`config.mk`:
```
export PLATFORM = sky130hd
export DESIGN_NAME = dtu_word_unpacker
export DESIGN_NICKNAME = d
export VERILOG_FILES = /design/src/rtl/dtu_word_unpacker.sv
export SDC_FILE = /design/constraint.sdc
export NUM_CORES = 1
export LEC_CHECK = 0
export CAP_MARGIN = 20
export CORE_ASPECT_RATIO = 1.4
export CORE_MARGIN = 4
export CORE_UTILIZATION = 48
export CTS_BUF_LIST = sky130_fd_sc_hd__clkbuf_4
export CTS_CLUSTER_DIAMETER = 120
export DETAILED_ROUTE_END_ITERATION = 10
export PLACE_DENSITY = 0.95
export SLEW_MARGIN = 10
export SYNTH_ARGS = -nofsm -noshare
export SYNTH_HDL_FRONTEND = slang
export SYNTH_SLANG_ARGS = --single-unit
```
`constraint.sdc`:
```
create_clock -name clk_160 -period 8.7 [get_ports clk_160]
set_input_delay 2.61 -clock clk_160 [delete_from_list [all_inputs] [get_ports clk_160]]
set_output_delay 2.61 -clock clk_160 [all_outputs]
set_load 0.05 [all_outputs]
```
`src/rtl/dtu_word_unpacker.sv`:
```
// LiTe-DTU lane-0 word unpacker: classifies aligned words and streams their samples one per cycle.
// Optional macro DTU_UNPACK_STATS_EN builds the frame/error/last-frame-sample counters.
module dtu_word_unpacker #(
  parameter int CNT_W = 16
) (
  input  logic             clk_160,
  input  logic             rst,
  input  logic [31:0]      word_in,
  input  logic             word_valid,
  output logic             word_ready,
  input  logic             calibration_busy,
  output logic [11:0]      sample_data,
  output logic             sample_gain,
  output logic             sample_is_bl,
  output logic             sample_is_hdr,
  output logic             sample_valid,
  input  logic             sample_ready,
  output logic [2:0]       word_type,
  output logic             dtu_reset_seen,
  output logic [CNT_W-1:0] frame_count,
  output logic [CNT_W-1:0] ser_error_count,
  output logic [CNT_W-1:0] last_frame_samples
);

  typedef enum logic {S_EMPTY, S_EMIT} state_e;

  localparam logic [2:0] T_ERR  = 3'd0;
  localparam logic [2:0] T_BL5  = 3'd1;
  localparam logic [2:0] T_BLN  = 3'd2;
  localparam logic [2:0] T_SIG2 = 3'd3;
  localparam logic [2:0] T_SIG1 = 3'd4;
  localparam logic [2:0] T_HDR  = 3'd5;
  localparam logic [2:0] T_IDLE = 3'd6;
  localparam logic [2:0] T_TRL  = 3'd7;

  function automatic logic [2:0] classify(input logic [31:0] w);
    logic [2:0] t;
    t = T_ERR;
    if (w[31:30] == 2'b01)          t = T_BL5;
    else if (w[31:30] == 2'b10)     t = (w[26:24] >= 3'd1 && w[26:24] <= 3'd4) ? T_BLN : T_ERR;
    else if (w[31:26] == 6'b001010) t = T_SIG2;
    else if (w[31:25] == 7'b0010110) t = T_SIG1;
    else if (w[31:25] == 7'b0010111) t = T_HDR;
    else if (w[31:28] == 4'b1110)   t = T_IDLE;
    else if (w[31:26] == 6'b001101) t = T_IDLE;
    else if (w[31:28] == 4'b1101)   t = T_TRL;
    return t;
  endfunction

  function automatic logic [2:0] n_samples(input logic [2:0] t, input logic [31:0] w);
    logic [2:0] n;
    n = 3'd0;
    case (t)
      T_BL5:          n = 3'd5;
      T_BLN:          n = w[26:24];
      T_SIG2:         n = 3'd2;
      T_SIG1, T_HDR:  n = 3'd1;
      default:        n = 3'd0;
    endcase
    return n;
  endfunction

  state_e      state_q, state_d;
  logic [2:0]  rem_q, rem_d;
  logic [2:0]  idx_q, idx_d;
  logic [29:0] word_q;
  logic [2:0]  cls_q;
  logic [2:0]  word_type_q;
  logic        rst_seen_q;

  logic [2:0]  cls_in;
  logic [2:0]  n_in;
  logic        accept, decode, load, take;

  assign cls_in     = classify(word_in);
  assign n_in       = n_samples(cls_in, word_in);
  assign word_ready = (state_q == S_EMPTY) || (rem_q == 3'd1 && sample_ready);
  assign accept     = word_valid && word_ready;
  // Words accepted during calibration are swallowed without touching any status.
  assign decode     = accept && !calibration_busy;
  assign load       = decode && (n_in != 3'd0);
  assign sample_valid = (state_q == S_EMIT);
  assign take       = sample_valid && sample_ready;

  always_comb begin
    state_d = state_q;
    rem_d   = rem_q;
    idx_d   = idx_q;
    if (take) begin
      if (rem_q == 3'd1) begin
        state_d = S_EMPTY;
      end else begin
        rem_d = rem_q - 3'd1;
        idx_d = idx_q + 3'd1;
      end
    end
    if (load) begin
      state_d = S_EMIT;
      rem_d   = n_in;
      idx_d   = 3'd0;
    end
  end

  always_ff @(posedge clk_160) begin
    if (rst) begin
      state_q     <= S_EMPTY;
      rem_q       <= 3'd0;
      idx_q       <= 3'd0;
      word_type_q <= T_ERR;
      rst_seen_q  <= 1'b0;
    end else begin
      state_q    <= state_d;
      rem_q      <= rem_d;
      idx_q      <= idx_d;
      rst_seen_q <= decode && (word_in[31:26] == 6'b001101);
      if (decode) word_type_q <= cls_in;
    end
  end

  always_ff @(posedge clk_160) begin
    if (load) begin
      word_q <= word_in[29:0];
      cls_q  <= cls_in;
    end
  end

  // Sample fields are muxed from the held word; outputs read zero when no sample is offered.
  always_comb begin
    sample_data   = 12'd0;
    sample_gain   = 1'b0;
    sample_is_bl  = 1'b0;
    sample_is_hdr = 1'b0;
    if (state_q == S_EMIT) begin
      case (cls_q)
        T_BL5, T_BLN: begin
          sample_is_bl = 1'b1;
          case (idx_q)
            3'd0:    sample_data = {6'd0, word_q[5:0]};
            3'd1:    sample_data = {6'd0, word_q[11:6]};
            3'd2:    sample_data = {6'd0, word_q[17:12]};
            3'd3:    sample_data = {6'd0, word_q[23:18]};
            default: sample_data = {6'd0, word_q[29:24]};
          endcase
        end
        T_SIG2: begin
          if (idx_q == 3'd0) {sample_gain, sample_data} = word_q[12:0];
          else               {sample_gain, sample_data} = word_q[25:13];
        end
        T_HDR: begin
          {sample_gain, sample_data} = word_q[12:0];
          sample_is_hdr = 1'b1;
        end
        default: {sample_gain, sample_data} = word_q[12:0];
      endcase
    end
  end

  assign word_type      = word_type_q;
  assign dtu_reset_seen = rst_seen_q;

`ifdef DTU_UNPACK_STATS_EN
  function automatic logic [CNT_W-1:0] sat_inc(input logic [CNT_W-1:0] v);
    return (&v) ? v : v + CNT_W'(1);
  endfunction

  logic [CNT_W-1:0] run_q, frame_q, err_q, last_q;

  always_ff @(posedge clk_160) begin
    if (rst) begin
      run_q   <= '0;
      frame_q <= '0;
      err_q   <= '0;
      last_q  <= '0;
    end else begin
      // A sample taken on the same edge as a trailer belongs to the frame that trailer closes.
      if (decode && cls_in == T_TRL) begin
        frame_q <= sat_inc(frame_q);
        last_q  <= take ? sat_inc(run_q) : run_q;
        run_q   <= '0;
      end else if (take) begin
        run_q <= sat_inc(run_q);
      end
      if (decode && cls_in == T_ERR) err_q <= sat_inc(err_q);
    end
  end

  assign frame_count        = frame_q;
  assign ser_error_count    = err_q;
  assign last_frame_samples = last_q;
`else
  assign frame_count        = '0;
  assign ser_error_count    = '0;
  assign last_frame_samples = '0;
`endif

endmodule

```
==> results of run 1 <==
## synthesized netlist by cell type, types with 3 or more instances
master / count
dfxtp_1: 11
buf_4: 48
nor2b_1: 5
edfxtp_1: 33
nor3_1: 4
ha_1: 7
nand3b_1: 3
a21oi_1: 8
nand2b_1: 4
a211oi_1: 3
inv_1: 14
clkbuf_1: 3
xnor2_1: 3
a21o_1: 3
and2_1: 3
o21a_1: 4
nand2_1: 12
a222oi_1: 6
a22o_1: 5
o21ai_0: 7
xor2_1: 3
nor2_1: 15
a22oi_1: 3
mux2i_1: 9
and4b_1: 3
## worst paths after layout
check | start | slack [ps] | to | cells past startpoint
setup / recovery | sample_ready | 1940 | word_ready | 4
hold / removal | word_type[0] | 540 | word_type[0] | 2
setup reg to reg | rem_q[1] | 5930 | word_q[5] | 7
hold reg to reg | word_type[0] | 540 | word_type[0] | 2
## area by class of cell
| type | instances | area [sq um] |
|---|---|---|
| fill | 419 | 2250 |
| multi-input combinational | 183 | 1220 |
| sequential | 44 | 1210 |
| timing repair buffer | 58 | 578 |
| tap | 68 | 85.1 |
| inverter | 14 | 52.6 |
| clock inverter | 3 | 42.5 |
| clock buffer | 5 | 37.5 |
## cell families after synthesis
logic type	Yosys count	share of synthesized area
multiplexers	9	0.0334
XOR/XNOR	6	0.0195
flip-flops	44	0.449
adder cells (fa/ha/maj)	7	0.0325
AND/OR/NAND/NOR	61	0.131
buffers and inverters	67	0.163
AO/OA/AOI/OAI	52	0.171
other	1	0.00139
## through the flow
stage | hold WS (ps) | setup slack [ps] | cells | util | instance area, sq um
6_report | 541 | 1940 | 375 | 0.589 | 3230
5_1_grt | 570 | 1880 | 375 | 0.589 | 3230
3_3_place_gp | 487 | 1990 | 367 | 0.574 | 3150
3_5_place_dp | 489 | 1950 | 367 | 0.574 | 3150
2_1_floorplan | 550 | 3010 | 294 | - | 2870
4_1_cts | 532 | 1940 | 375 | 0.589 | 3230
## layer usage
metal / GRT usage / up-vias / share of wire
met5: 0 / - / 0
met4: 0.0810 / 0 / 0.028
met3: 0.0478 / 13 / 0.11
met2: 0.315 / 142 / 0.53
met1: 0.158 / 938 / 0.34
li1: - / 919 / -
## sequential cells by signal, indices dropped and copies added, names as in the netlist
signal,count
word_q,30
cls_q,3
sample_valid,1
word_type,3
idx_q,3
rem_q,3
dtu_reset_seen,1
## where the power goes
group	internal, mW	switching [mW]	total, mW
combinational	0.0447	0.106	0.151
sequential	0.242	0.00984	0.251
clock	0.0601	0.0656	0.126
## tightest hold or removal path, cell delays in order (launching register included)
cell	delay [ps]
dfxtp_1	350
nor2_1	110
a211oi_1	60
## placed cells by master (no fill, tap or decap), types with 2 or more instances in the layout
cell and n:
a21oi_1 8, nand2_1 12, a2111oi_4 2, and2_1 3, nor2_1 15, clkbuf_4 5, or3_1 2, mux2i_1 9
and4b_1 3, dfxtp_1 11, nand3b_1 3, ha_1 7, inv_1 14, a21o_1 3, a222oi_1 6, xnor2_1 3
edfxtp_1 33, a22o_1 5, conb_1 48, a22oi_1 3, nor2b_1 5, nor3_2 2, nor3_1 4, o21a_1 4
o21ai_0 6, a211oi_1 3, xor2_1 3, a31oi_1 2, clkdlybuf4s50_1 57, nand2b_1 4
==> impl_results.md, run 1 <==
* Synth area leaders: edfxtp_1 (37%), buf_4 (13%), dfxtp_1 (8.2%)
* Post-CTS setup buffer count at 0
* Period utilization at 0.778
* Yosys Warn Count at 0
* Slowest CP cell: clkdlybuf4s50_1
* TritonCTS Buffers at 5
* Hold/Removal Path Class: register to register
* Synth Flop Type: edfxtp_1
* Tmin final at 6760 ps
* Die Y at 96.7 microns
* Cell mode on critical path: clkdlybuf4s50_1
* Core ar. at 0.00549 sq mm
* Final ANT Viol Nets at 0
* Vias/cell at 5.37
* Routed wire length at approximately 5.8 mm
* Crit Path Max Fanout at 3
* Leak at 1.29 nW
* Antenna violations before repair at 0
* Routed vias at 2012
* Starting Density at 0.492
* Ys async rst share at 0
* Yosys cell types at between 40 and 50
* Final GP Congestion at 0.902
* Cell taking the most area after synthesis: edfxtp_1
* Avg WL per Cell at roughly 16 microns
* CP cell instances: clkdlybuf4s50_1 > nand3b_1 > nand2_1 > clkdlybuf4s50_1
* RSZ-0062 raised after global routing: no
* Htree depth at 2
* Die area at between 0.006 and 0.007 sq mm
* CP bufs+invs at 2
* Mapped Cells at 247
* Vias in the first global route at a little over 2000
* Die span in x at approximately 71 microns
* Worst setup SP type: primary input
* Count of final hold-check violations at 0
* Area grow syn2layout at 19.8%
* DR pass1 iterations at 4
* Initial DRC count at 76
* Ant. Diodes at 0
* Final setup TNS at 0 ps
* Mapped cell area at 0.00270 sq mm
* Critical path type: primary input to output port
* Maxcap violations at 0
* Fraction of layout cells with a size suffix above 1 at 0.0684
* Io pins at 106
* # port buffers at 57
* Syn avg cell area at about 11 sq um
* First-pass GRT wire length at 9.03 mm
* Root buffer selected by CTS: clkbuf_4
* Worst-path clk slew at approximately 120 ps
* CTS tree: done
* GRT overflow at 0
* Clk_lat worst skew at 360 ps
* Max Root-Sink Buffers at 2
* Nets at 350
* Post-CTS sizing at 0
* HPWL Detailed at 4.54 mm
* Final Slew Violations at 0
* Fmax at 148 MHz
* Share of the synthesized area in the top cell type at 0.367
* Total power at 528 uW
* PD cells at 163 mW/mm^2
* CP Data Required Time at 6090 ps
* Std cell rows at 32
* Final setup violation count at 0
* Worst Path Arrival at 4150 ps
* IR Drop Worst-Case VDD at 123 uV
* Register area share after synthesis at 0.449
* Total clock sinks at between 40 and 50
* Clock Skew at 15.1 ps
* Residual DRC count at 0
* EDFF count, synth at 33
* Critical path's top delay family: buffers and inverters
* Slew margin rel. at 0.428
* Gr usage total at 0.167
* Hold buffers post-CTS at 0
* Pin slew with the least headroom to its limit at 858 ps
* Crit path largest cell delay at 820 ps
* Outcome: completed
* Largest net degree at the start of global routing at 38
* Number of synthesized register bits at 44
* Crit end category: output port
No activity file was read; power rests on OpenSTA's default activity.
==> inputs of run 2 (changes only) <==
CORE_UTILIZATION = 41   (was 48)
PLACE_DENSITY = 0.87   (was 0.95)
clock period = 5.42 ns   (was 8.7 ns; I/O delays follow)
==> run 2 against run 1 <==
Compared with the run above: die area is 15% higher; combinational power is 59% higher; power is 61% higher; first-iteration DRC count grew to 2.7 times the previous value; count of clock-buffer cells in the layout is 1 higher; non-clock buffer count is 1 higher; wire length is 0.98% lower; critical path depth stayed put; sequential share of layout area is 0.14 points lower; largest cell class unchanged; utilization is 7.4 points lower; cell count is 1.3% higher; via count is 3.7% lower.
==> impl_results.md, run 2 (synthesis results as in run 1) <==
* Io pins at 106 (unchanged)
* Filler cell count at 562 (was 419)
* Crit Path Max Fanout at 3 (unchanged)
* Die Y at 104 microns (was 96.7 microns)
* RSZ-0062 raised after global routing: no (unchanged)
* TritonCTS Buffers at 5 (unchanged)
* CP Data Required Time at 3790 ps (was 6090 ps)
* First-pass GRT wire length at 8.98 mm (was 9.03 mm)
* Total power at 848 uW (was 528 uW)
* Largest net degree at the start of global routing at 38 (unchanged)
* Final Slew Violations at 0 (unchanged)
* Area grow syn2layout at 20.2% (was 19.8%)
* Period utilization at 0.891
* Clk_lat worst skew at 360 ps (about the same)
* Crit end category: output port (unchanged)
* Post-CTS sizing at 0 (unchanged)
* Residual DRC count at 0 (unchanged)
* Tmin final at 4830 ps
* Hold/Removal Path Class: register to register (unchanged)
* CTS tree: done (unchanged)
* IR Drop Worst-Case VDD at 144 uV (was 123 uV)
* DR pass1 iterations at 5 (was 4)
* Maxcap violations at 0 (unchanged)
* Final GP Congestion at 0.838 (was 0.902)
* Root buffer selected by CTS: clkbuf_4 (unchanged)
* GRT overflow at 0 (unchanged)
* Vias in the first global route at 1848 (was 2016)
* Hold buffers post-CTS at 0 (unchanged)
* Ant. Diodes at 0 (unchanged)
* Avg WL per Cell at 15.2 microns (was 15.5 microns)
* Worst-path clk slew at 130 ps (was 120 ps)
* Clock Skew at 16.3 ps (was 15.1 ps)
* Routed vias at 1937 (was 2012)
* Commonest non-fill, non-tap cell in the layout: clkdlybuf4s50_1 (unchanged)
* Vias/cell at 5.10 (was 5.37)
* Critical path type: primary input to output port (unchanged)
* Gr usage total at 0.142 (was 0.167)
* Dpl ws at 586 ps (was 1950 ps)
* Antenna violations before repair at 0 (unchanged)
* Largest register FFs at 30 (unchanged)
* Routed wire length at 5.77 mm (was 5.83 mm)
* Final setup TNS at 0 ps (unchanged)
* HPWL Detailed at 4.47 mm (was 4.54 mm)
* Leak at 1.30 nW (was 1.29 nW)
* Worst setup SP type: primary input (unchanged)
* Largest Register: word_q (unchanged)
* Count of final hold-check violations at 0 (unchanged)
* Die span in x at 76.6 microns (was 71.4 microns)
* Worst Path Arrival at 3200 ps (was 4150 ps)
* Fmax at just over 200 MHz
* Final worst slack at 591 ps (was 1940 ps)
* Most frequent cells in the layout: clkdlybuf4s50_1 (57), conb_1 (48), edfxtp_1 (33) (unchanged)
* Slew margin rel. at 0.449 (was 0.428)
* Final instance area at 0.00324 sq mm (was 0.00323 sq mm)
* Initial DRC count at 206 (was 76)
* Starting Density at 0.428 (was 0.492)
* Htree depth at 2 (unchanged)
* Core ar. at 0.00630 sq mm (was 0.00549 sq mm)
* Total clock sinks at 44 (unchanged)
* Nets at 351 (was 350)
* Final ANT Viol Nets at 0 (unchanged)
* Fraction of layout cells with a size suffix above 1 at 0.0747 (was 0.0684)
* # port buffers at 57 (unchanged)
* Outcome: completed (unchanged)
* DP Area at 0.00316 sq mm (was 0.00315 sq mm)
* Post-CTS setup buffer count at 0 (unchanged)
* Max Root-Sink Buffers at 2 (unchanged)
* Final setup violation count at 0 (unchanged)
* Std cell rows at 34 (was 32)
* PD cells at 262 mW/mm^2 (was 163 mW/mm^2)
* Pin slew with the least headroom to its limit at 826 ps (was 858 ps)
* Die area at 0.00796 sq mm (was 0.00690 sq mm)
run 2: worst paths after layout:
kind | end | slack (ps) | from | cells after the start
worst max-delay path | word_ready | 590 | sample_ready | 4
worst min-delay path | word_type[0] | 530 | word_type[0] | 2
worst max register to register | word_q[24] | 3000 | rem_q[0] | 7
worst min register to register | word_type[0] | 530 | word_type[0] | 2
run 2: through the flow:
step	hold WS (ps)	cells	utilization
finish	535	380	0.515
global route	578	380	0.515
CTS	534	379	0.514
detailed placement	499	371	0.501
global placement	484	371	0.501
floorplan	550	294	-
run 2: report_power, final:
group | switching [mW] | internal, mW
sequential | 0.0161 | 0.388
clock | 0.102 | 0.102
combinational | 0.168 | 0.0723
total | 0.286 | 0.562
run 2: worst max-delay path, stage by stage:
cell and delay [ps]:
clkdlybuf4s50_1 480, nand3b_1 150, nand2_1 130, clkdlybuf4s50_1 810
run 2: cell type report:
class	count	area [sq um]	share of cell area
multi-input cells	183	1220	0.377
flip-flops and latches	44	1210	0.373
clock buffers	6	45.0	0.0139
clock inverters	2	35.0	0.0108
inverters	14	52.6	0.0162
repair buffers	59	586	0.181
well taps	72	90.1	0.0278
run 2: per-layer routing:
layer | GRT usage | up-vias | part of all wire
met2 | 0.252 | 116 | 0.52
met5 | 0 | - | 0
met1 | 0.161 | 891 | 0.39
met4 | 0.0544 | 0 | 0.010
met3 | 0.0355 | 7 | 0.085
li1 | - | 923 | -
